--- config.mk ---
export PLATFORM = sky130hd
export DESIGN_NAME = countdown_timer_ctrl_flat
export DESIGN_NICKNAME = d
export VERILOG_FILES = /design/src/rtl/countdown_timer_ctrl_if.sv /design/src/rtl/countdown_timer_ctrl.sv /design/src/flat_wrapper.sv
export SDC_FILE = /design/constraint.sdc
export NUM_CORES = 1
export LEC_CHECK = 0
export BUFFER_PORTS_ARGS = -buffer_cell sky130_fd_sc_hd__buf_4
export CAP_MARGIN = 30
export CORE_AREA = 3 3 70 72
export DETAILED_ROUTE_END_ITERATION = 16
export DIE_AREA = 0 0 73 75
export PLACE_DENSITY_LB_ADDON = 0.15
export SYNTH_ARGS = -nofsm -noshare
export SYNTH_HDL_FRONTEND = slang
export SYNTH_SLANG_ARGS = --single-unit
export TNS_END_PERCENT = 100
--- constraint.sdc ---
create_clock -name i_clk -period 3.8 [get_ports i_clk]
set_input_delay 0.38 -clock i_clk [delete_from_list [all_inputs] [get_ports i_clk]]
set_output_delay 0.38 -clock i_clk [all_outputs]
set_load 0.05 [all_outputs]
--- src/rtl/countdown_timer_ctrl_if.sv ---
// countdown_timer_ctrl_if
//   Bundles the key/tick inputs and the display/status outputs of the
//   countdown timer core.
//   master : debouncers / prescaler / display side (drives keys and tick)
//   slave  : countdown_timer_ctrl
//   Signals:
//     ce_1hz     1-cycle-per-second clock enable
//     key_min    increment-minutes pulse
//     key_sec    increment-seconds pulse
//     key_start  start / pause / resume / acknowledge pulse
//     key_clr    clear pulse
//     min_tens, min_ones, sec_tens, sec_ones  current time, BCD
//     running    high in RUN
//     done       high in DONE
//     alarm      one-cycle pulse when DONE is entered
interface countdown_timer_ctrl_if;
    logic       ce_1hz;
    logic       key_min;
    logic       key_sec;
    logic       key_start;
    logic       key_clr;
    logic [3:0] min_tens;
    logic [3:0] min_ones;
    logic [3:0] sec_tens;
    logic [3:0] sec_ones;
    logic       running;
    logic       done;
    logic       alarm;

    modport master (
        output ce_1hz, key_min, key_sec, key_start, key_clr,
        input  min_tens, min_ones, sec_tens, sec_ones, running, done, alarm
    );

    modport slave (
        input  ce_1hz, key_min, key_sec, key_start, key_clr,
        output min_tens, min_ones, sec_tens, sec_ones, running, done, alarm
    );
endinterface

--- src/rtl/countdown_timer_ctrl.sv ---
// countdown_timer_ctrl
//   BCD mm:ss countdown core. Keys set a preset in IDLE, KEY_START runs,
//   pauses and resumes the count, CE_1HZ decrements it, and reaching 00:00
//   raises DONE with a one-cycle ALARM.
//   Ports:
//     i_clk   system clock, rising edge
//     i_clr   asynchronous active-high reset
//     if_bus  key/tick inputs and time/status outputs (slave modport)
//
//   state    | meaning
//   ---------+---------------------------------------------------------
//   ST_IDLE  | time editable with KEY_MIN / KEY_SEC, waiting for start
//   ST_RUN   | counting down one second per CE_1HZ
//   ST_PAUSE | time frozen, KEY_START resumes, KEY_CLR abandons
//   ST_DONE  | reached 00:00, waiting for acknowledge or clear
module countdown_timer_ctrl (
    input  logic                   i_clk,
    input  logic                   i_clr,
    countdown_timer_ctrl_if.slave  if_bus
);

    typedef enum logic [1:0] {
        ST_IDLE  = 2'd0,
        ST_RUN   = 2'd1,
        ST_PAUSE = 2'd2,
        ST_DONE  = 2'd3
    } state_t;

    state_t     r_state;
    logic [3:0] r_min_t, r_min_o, r_sec_t, r_sec_o;
    logic [3:0] r_pre_min_t, r_pre_min_o, r_pre_sec_t, r_pre_sec_o;
    logic       r_running;
    logic       r_done;
    logic       r_alarm;

    logic [3:0] w_inc_min_t, w_inc_min_o, w_inc_sec_t, w_inc_sec_o;
    logic [3:0] w_dec_min_t, w_dec_min_o, w_dec_sec_t, w_dec_sec_o;
    logic       w_time_zero;
    logic       w_dec_zero;

    // BCD increment with wrap (minutes 99->00, seconds 59->00, no carry)
    // and BCD decrement by one second with borrow from minutes.
    always_comb begin
        w_inc_min_t = r_min_t;
        w_inc_min_o = r_min_o + 4'd1;
        if (r_min_o == 4'd9) begin
            w_inc_min_o = 4'd0;
            w_inc_min_t = (r_min_t == 4'd9) ? 4'd0 : r_min_t + 4'd1;
        end

        w_inc_sec_t = r_sec_t;
        w_inc_sec_o = r_sec_o + 4'd1;
        if (r_sec_o == 4'd9) begin
            w_inc_sec_o = 4'd0;
            w_inc_sec_t = (r_sec_t == 4'd5) ? 4'd0 : r_sec_t + 4'd1;
        end

        w_dec_min_t = r_min_t;
        w_dec_min_o = r_min_o;
        w_dec_sec_t = r_sec_t;
        w_dec_sec_o = r_sec_o;
        if (r_sec_o != 4'd0) begin
            w_dec_sec_o = r_sec_o - 4'd1;
        end else begin
            w_dec_sec_o = 4'd9;
            if (r_sec_t != 4'd0) begin
                w_dec_sec_t = r_sec_t - 4'd1;
            end else begin
                // Only reached with minutes > 0: RUN never holds 00:00.
                w_dec_sec_t = 4'd5;
                if (r_min_o != 4'd0) begin
                    w_dec_min_o = r_min_o - 4'd1;
                end else begin
                    w_dec_min_o = 4'd9;
                    w_dec_min_t = r_min_t - 4'd1;
                end
            end
        end
    end

    assign w_time_zero = (r_min_t == 4'd0) && (r_min_o == 4'd0) &&
                         (r_sec_t == 4'd0) && (r_sec_o == 4'd0);
    assign w_dec_zero  = (w_dec_min_t == 4'd0) && (w_dec_min_o == 4'd0) &&
                         (w_dec_sec_t == 4'd0) && (w_dec_sec_o == 4'd0);

    always_ff @(posedge i_clk or posedge i_clr) begin
        if (i_clr) begin
            r_state     <= ST_IDLE;
            r_min_t     <= 4'd0;
            r_min_o     <= 4'd0;
            r_sec_t     <= 4'd0;
            r_sec_o     <= 4'd0;
            r_pre_min_t <= 4'd0;
            r_pre_min_o <= 4'd0;
            r_pre_sec_t <= 4'd0;
            r_pre_sec_o <= 4'd0;
            r_running   <= 1'b0;
            r_done      <= 1'b0;
            r_alarm     <= 1'b0;
        end else begin
            r_alarm <= 1'b0;
            case (r_state)
                ST_IDLE: begin
                    if (if_bus.key_clr) begin
                        r_min_t <= 4'd0;
                        r_min_o <= 4'd0;
                        r_sec_t <= 4'd0;
                        r_sec_o <= 4'd0;
                    end else if (if_bus.key_start) begin
                        // A start press consumes the cycle even when 00:00
                        // makes it a no-op.
                        if (!w_time_zero) begin
                            r_pre_min_t <= r_min_t;
                            r_pre_min_o <= r_min_o;
                            r_pre_sec_t <= r_sec_t;
                            r_pre_sec_o <= r_sec_o;
                            r_state     <= ST_RUN;
                            r_running   <= 1'b1;
                        end
                    end else begin
                        if (if_bus.key_min) begin
                            r_min_t <= w_inc_min_t;
                            r_min_o <= w_inc_min_o;
                        end
                        if (if_bus.key_sec) begin
                            r_sec_t <= w_inc_sec_t;
                            r_sec_o <= w_inc_sec_o;
                        end
                    end
                end
                ST_RUN: begin
                    if (if_bus.key_start) begin
                        r_state   <= ST_PAUSE;
                        r_running <= 1'b0;
                    end else if (if_bus.ce_1hz) begin
                        r_min_t <= w_dec_min_t;
                        r_min_o <= w_dec_min_o;
                        r_sec_t <= w_dec_sec_t;
                        r_sec_o <= w_dec_sec_o;
                        if (w_dec_zero) begin
                            r_state   <= ST_DONE;
                            r_running <= 1'b0;
                            r_done    <= 1'b1;
                            r_alarm   <= 1'b1;
                        end
                    end
                end
                ST_PAUSE: begin
                    if (if_bus.key_clr) begin
                        r_min_t <= 4'd0;
                        r_min_o <= 4'd0;
                        r_sec_t <= 4'd0;
                        r_sec_o <= 4'd0;
                        r_state <= ST_IDLE;
                    end else if (if_bus.key_start) begin
                        r_state   <= ST_RUN;
                        r_running <= 1'b1;
                    end
                end
                ST_DONE: begin
                    if (if_bus.key_clr) begin
                        r_min_t <= 4'd0;
                        r_min_o <= 4'd0;
                        r_sec_t <= 4'd0;
                        r_sec_o <= 4'd0;
                        r_state <= ST_IDLE;
                        r_done  <= 1'b0;
                    end else if (if_bus.key_start) begin
                        r_min_t <= r_pre_min_t;
                        r_min_o <= r_pre_min_o;
                        r_sec_t <= r_pre_sec_t;
                        r_sec_o <= r_pre_sec_o;
                        r_state <= ST_IDLE;
                        r_done  <= 1'b0;
                    end
                end
                default: begin
                    r_state   <= ST_IDLE;
                    r_running <= 1'b0;
                    r_done    <= 1'b0;
                end
            endcase
        end
    end

    assign if_bus.min_tens = r_min_t;
    assign if_bus.min_ones = r_min_o;
    assign if_bus.sec_tens = r_sec_t;
    assign if_bus.sec_ones = r_sec_o;
    assign if_bus.running  = r_running;
    assign if_bus.done     = r_done;
    assign if_bus.alarm    = r_alarm;

endmodule
--- src/flat_wrapper.sv ---
// flat-port wrapper written by rule: the top's interface ports become plain ports
module countdown_timer_ctrl_flat 
  (i_clk, i_clr, if_bus_ce_1hz, if_bus_key_min, if_bus_key_sec, if_bus_key_start, if_bus_key_clr, if_bus_min_tens, if_bus_min_ones, if_bus_sec_tens, if_bus_sec_ones, if_bus_running, if_bus_done, if_bus_alarm);
  countdown_timer_ctrl_if if_bus_i ();
  input  logic i_clk;
  input  logic i_clr;
  input wire logic [$bits(if_bus_i.ce_1hz)-1:0] if_bus_ce_1hz;
  input wire logic [$bits(if_bus_i.key_min)-1:0] if_bus_key_min;
  input wire logic [$bits(if_bus_i.key_sec)-1:0] if_bus_key_sec;
  input wire logic [$bits(if_bus_i.key_start)-1:0] if_bus_key_start;
  input wire logic [$bits(if_bus_i.key_clr)-1:0] if_bus_key_clr;
  output wire logic [$bits(if_bus_i.min_tens)-1:0] if_bus_min_tens;
  output wire logic [$bits(if_bus_i.min_ones)-1:0] if_bus_min_ones;
  output wire logic [$bits(if_bus_i.sec_tens)-1:0] if_bus_sec_tens;
  output wire logic [$bits(if_bus_i.sec_ones)-1:0] if_bus_sec_ones;
  output wire logic [$bits(if_bus_i.running)-1:0] if_bus_running;
  output wire logic [$bits(if_bus_i.done)-1:0] if_bus_done;
  output wire logic [$bits(if_bus_i.alarm)-1:0] if_bus_alarm;
  assign if_bus_i.ce_1hz = if_bus_ce_1hz;
  assign if_bus_i.key_min = if_bus_key_min;
  assign if_bus_i.key_sec = if_bus_key_sec;
  assign if_bus_i.key_start = if_bus_key_start;
  assign if_bus_i.key_clr = if_bus_key_clr;
  assign if_bus_min_tens = if_bus_i.min_tens;
  assign if_bus_min_ones = if_bus_i.min_ones;
  assign if_bus_sec_tens = if_bus_i.sec_tens;
  assign if_bus_sec_ones = if_bus_i.sec_ones;
  assign if_bus_running = if_bus_i.running;
  assign if_bus_done = if_bus_i.done;
  assign if_bus_alarm = if_bus_i.alarm;
  countdown_timer_ctrl u_core (.i_clk(i_clk), .i_clr(i_clr), .if_bus(if_bus_i));
endmodule
==> qor.csv <==
metric,value,unit
fin_nets,313,
dr.pass1.iters,5,
synth.distinct_cells,61,
final_cells,345,
port_buffers,25,
worstSkewPairLatency,0.29,ns
seq_area_frac_synth,36.4,%
fin_skew,0.00690,ns
cts_hold_buf,0,
post-cts-setup-buffers,0,
synth-edff-count,0,
dp.cells,337,
pin_count,26,
num-fill-cells,361,
crit_type,register to register,
clk_pin_slew,0.07,ns
cts-root-buf,clkbuf_8,
peakVddDrop,419,uV
ctsLongestPathBuffers,2,
worst_pin_slew,0.698,ns
post-route-drc-count,0,
synth_seq_cells,37,
wire_per_inst,16.8,um
async_flop_share,100,%
hp-class,input port to asynchronous set/reset pin,
initial_core_util,58.5,%
finalSetupViolCount,0,
grt_pass1_vias,2030,
dp_hpwl,4180,um
finalSetupTns,0,ns
diodes,0,
syn-instance-count,271,
grt_max_degree,38,
syn_area,0.00255,mm^2
synth_fp_nets,292,
drv_cap,0,
critPathCaptureType,register,
grt_overflow_total,0,
rsz0062_at_grt,false,
min_period_over_period,76.3,%
yosys_warnings,0,
via_per_inst,6.38,
finalWirelength,5810,um
rows,24,
synthFlopType,dfrtp_1,
cts.sinks,37,
worstPathArrival,3.07,ns
ant_nets,0,
critical_path.max_fanout,16,
slew_headroom,53.4,%
syn2layout_area_growth,11.4,%
drive_gt1_share,16.7,%
critPathRequiredTime,3.97,ns
grt_pass1_wl,9890,um
die_h,75,um
power_density,839,mW/mm^2
fmax,0.345,GHz
critPathLaunchType,register,
cts-buffers-inserted,5,
finalHoldViolCount,0,
cts_tree,done,
place_congestion,0.880,
die_area,0.00548,mm^2
p_leak,1.31,nW
antenna_found_initial,0,
syn_avg_cell_area,9.40,um^2
drtIter0Drc,270,
grt_use_total,23.2,%
vias,2201,
core-area,0.00435,mm^2
slew_viol_final,0,
finalCriticalPeriod,2.90,ns
h-tree-depth,2,
outcome,"complete, no violations",
die_w,73,um
cts_resized,0,
[path summary, 6_finish.rpt]
kind / start / end / slack [ns] / depth (start not counted)
max: u_core.if_bus.sec_tens[0] / u_core.r_pre_sec_t[2] / 0.90 / 7
min: i_clr / u_core.r_pre_sec_o[0] / 0.19 / 3
max reg2reg: u_core.if_bus.sec_tens[0] / u_core.r_pre_sec_t[2] / 0.90 / 7
min reg2reg: u_core.r_pre_min_t[0] / u_core.r_pre_min_t[0] / 0.50 / 1
max in group asynchronous: i_clr / u_core.if_bus.min_ones[0] / 3.28 / 3
min in group i_clk: if_bus_key_start / u_core.if_bus.alarm / 0.37 / 2
[Yosys cell counts, drive strengths merged (4+ instances only)]
cell type  instances  share of area [%]
nor3               7                1.4
nand3              8                2.3
inv               18                2.7
a21oi             11                2.2
nand2             19                2.8
mux2              17                7.5
nor2b              6                1.5
a31oi              5                1.2
nor2              19                2.8
clkbuf            11                1.7
buf                4                1.3
o21ai             20                3.9
nand2b             6                1.5
o2bb2ai            4                1.4
mux2i              4                1.6
ha                14                6.9
dfrtp             37                 36
[where the power goes]
group          switching (mW)  internal, mW  total, mW
Sequential              0.224         0.538      0.761
Clock                   0.132         0.130      0.262
Combinational           0.833         0.525       1.36
Total                    1.19          1.19       2.38
[state kept, by name (all words and copies together), names as in the netlist]
signal	flops
u_core.r_pre_min_o	4
u_core.r_state	2
u_core.if_bus.min_ones	4
u_core.if_bus.running	1
u_core.r_pre_sec_t	4
u_core.if_bus.sec_tens	4
u_core.if_bus.min_tens	4
u_core.r_pre_sec_o	4
u_core.if_bus.sec_ones	4
u_core.if_bus.alarm	1
u_core.if_bus.done	1
u_core.r_pre_min_t	4
[cell type report]
class,count,area [um^2],share of cell area (%)
clock buffer,8,80.1,2.82
inverter,18,67.6,2.38
multi-input combinational,201,1480,52.1
sequential,37,926,32.6
tap,52,65.1,2.29
timing repair buffer,29,221,7.80
[kinds of logic after synthesis]
group / synth area share (%)
adders and majority gates: 6.88
DFF: 36.4
and+or+nand+nor: 19.1
buffers and inverters: 5.60
AOI/OAI and AO/OA: 20.9
xor gates and xnor gates: 2.06
muxes: 9.09
[stage by stage]
stage          total power [mW]  setup slack [ns]  hold WS [ns]  utilization, %  cell area (um^2)
3_5_place_dp               2.11             0.945         0.484            63.3              2760
4_1_cts                    2.38             0.933         0.215            65.2              2840
6_report                   2.38             0.900         0.190            65.2              2840
2_1_floorplan              1.77              1.05         0.463               -              2550
3_3_place_gp               2.09              1.04         0.475            63.1              2750
5_1_grt                    2.56             0.691         0.253            65.2              2840
[cell usage in the layout, fill, tap and decap left out, types with 2 or more instances in the layout]
| master | synthesis | final |
|---|---|---|
| dfrtp_1 | 37 | 37 |
| buf_4 | 0 | 28 |
| o21ai_0 | 19 | 19 |
| nand2_1 | 19 | 19 |
| nor2_1 | 19 | 19 |
| inv_1 | 18 | 18 |
| ha_1 | 14 | 14 |
| a21oi_1 | 11 | 11 |
| mux2_1 | 10 | 10 |
| nor3_1 | 7 | 7 |
| mux2_2 | 7 | 7 |
| nand2b_1 | 6 | 6 |
| nor2b_1 | 6 | 6 |
| nand3_1 | 6 | 6 |
| a31oi_1 | 5 | 5 |
| clkbuf_8 | 0 | 5 |
| mux2i_1 | 4 | 4 |
| o2bb2ai_1 | 4 | 4 |
| a22o_1 | 3 | 3 |
| nand4_1 | 3 | 3 |
| a21o_1 | 3 | 3 |
| xor2_1 | 3 | 3 |
| and4_1 | 3 | 3 |
| xnor2_1 | 3 | 3 |
| o211ai_1 | 3 | 3 |
| a221oi_1 | 3 | 3 |
| clkbuf_1 | 10 | 3 |
| a32oi_1 | 2 | 2 |
| o21bai_1 | 2 | 2 |
| and2_1 | 2 | 2 |
| nor3b_1 | 2 | 2 |
| a221o_1 | 2 | 2 |
| o32a_1 | 2 | 2 |
| a222oi_1 | 2 | 2 |
[critical path, cell delays in order (launching register included)]
cell,delay (ns)
dfrtp_1,0.47
inv_1,0.15
ha_1,0.25
nor2b_1,0.51
nand3_2,0.21
or4b_4,0.56
nand3_4,0.26
mux2_2,0.37
[metal layers]
metal  vias up  share of wire, %  wire, um  track usage, %
li1       1043                 -         -               -
met1      1072                49      2850            33.4
met2        71                44      2580            35.3
met3        15               4.6       268            4.41
met4         0               1.9       111            7.58
met5         -                 0         0               0
(Power assumes the default switching activity.)
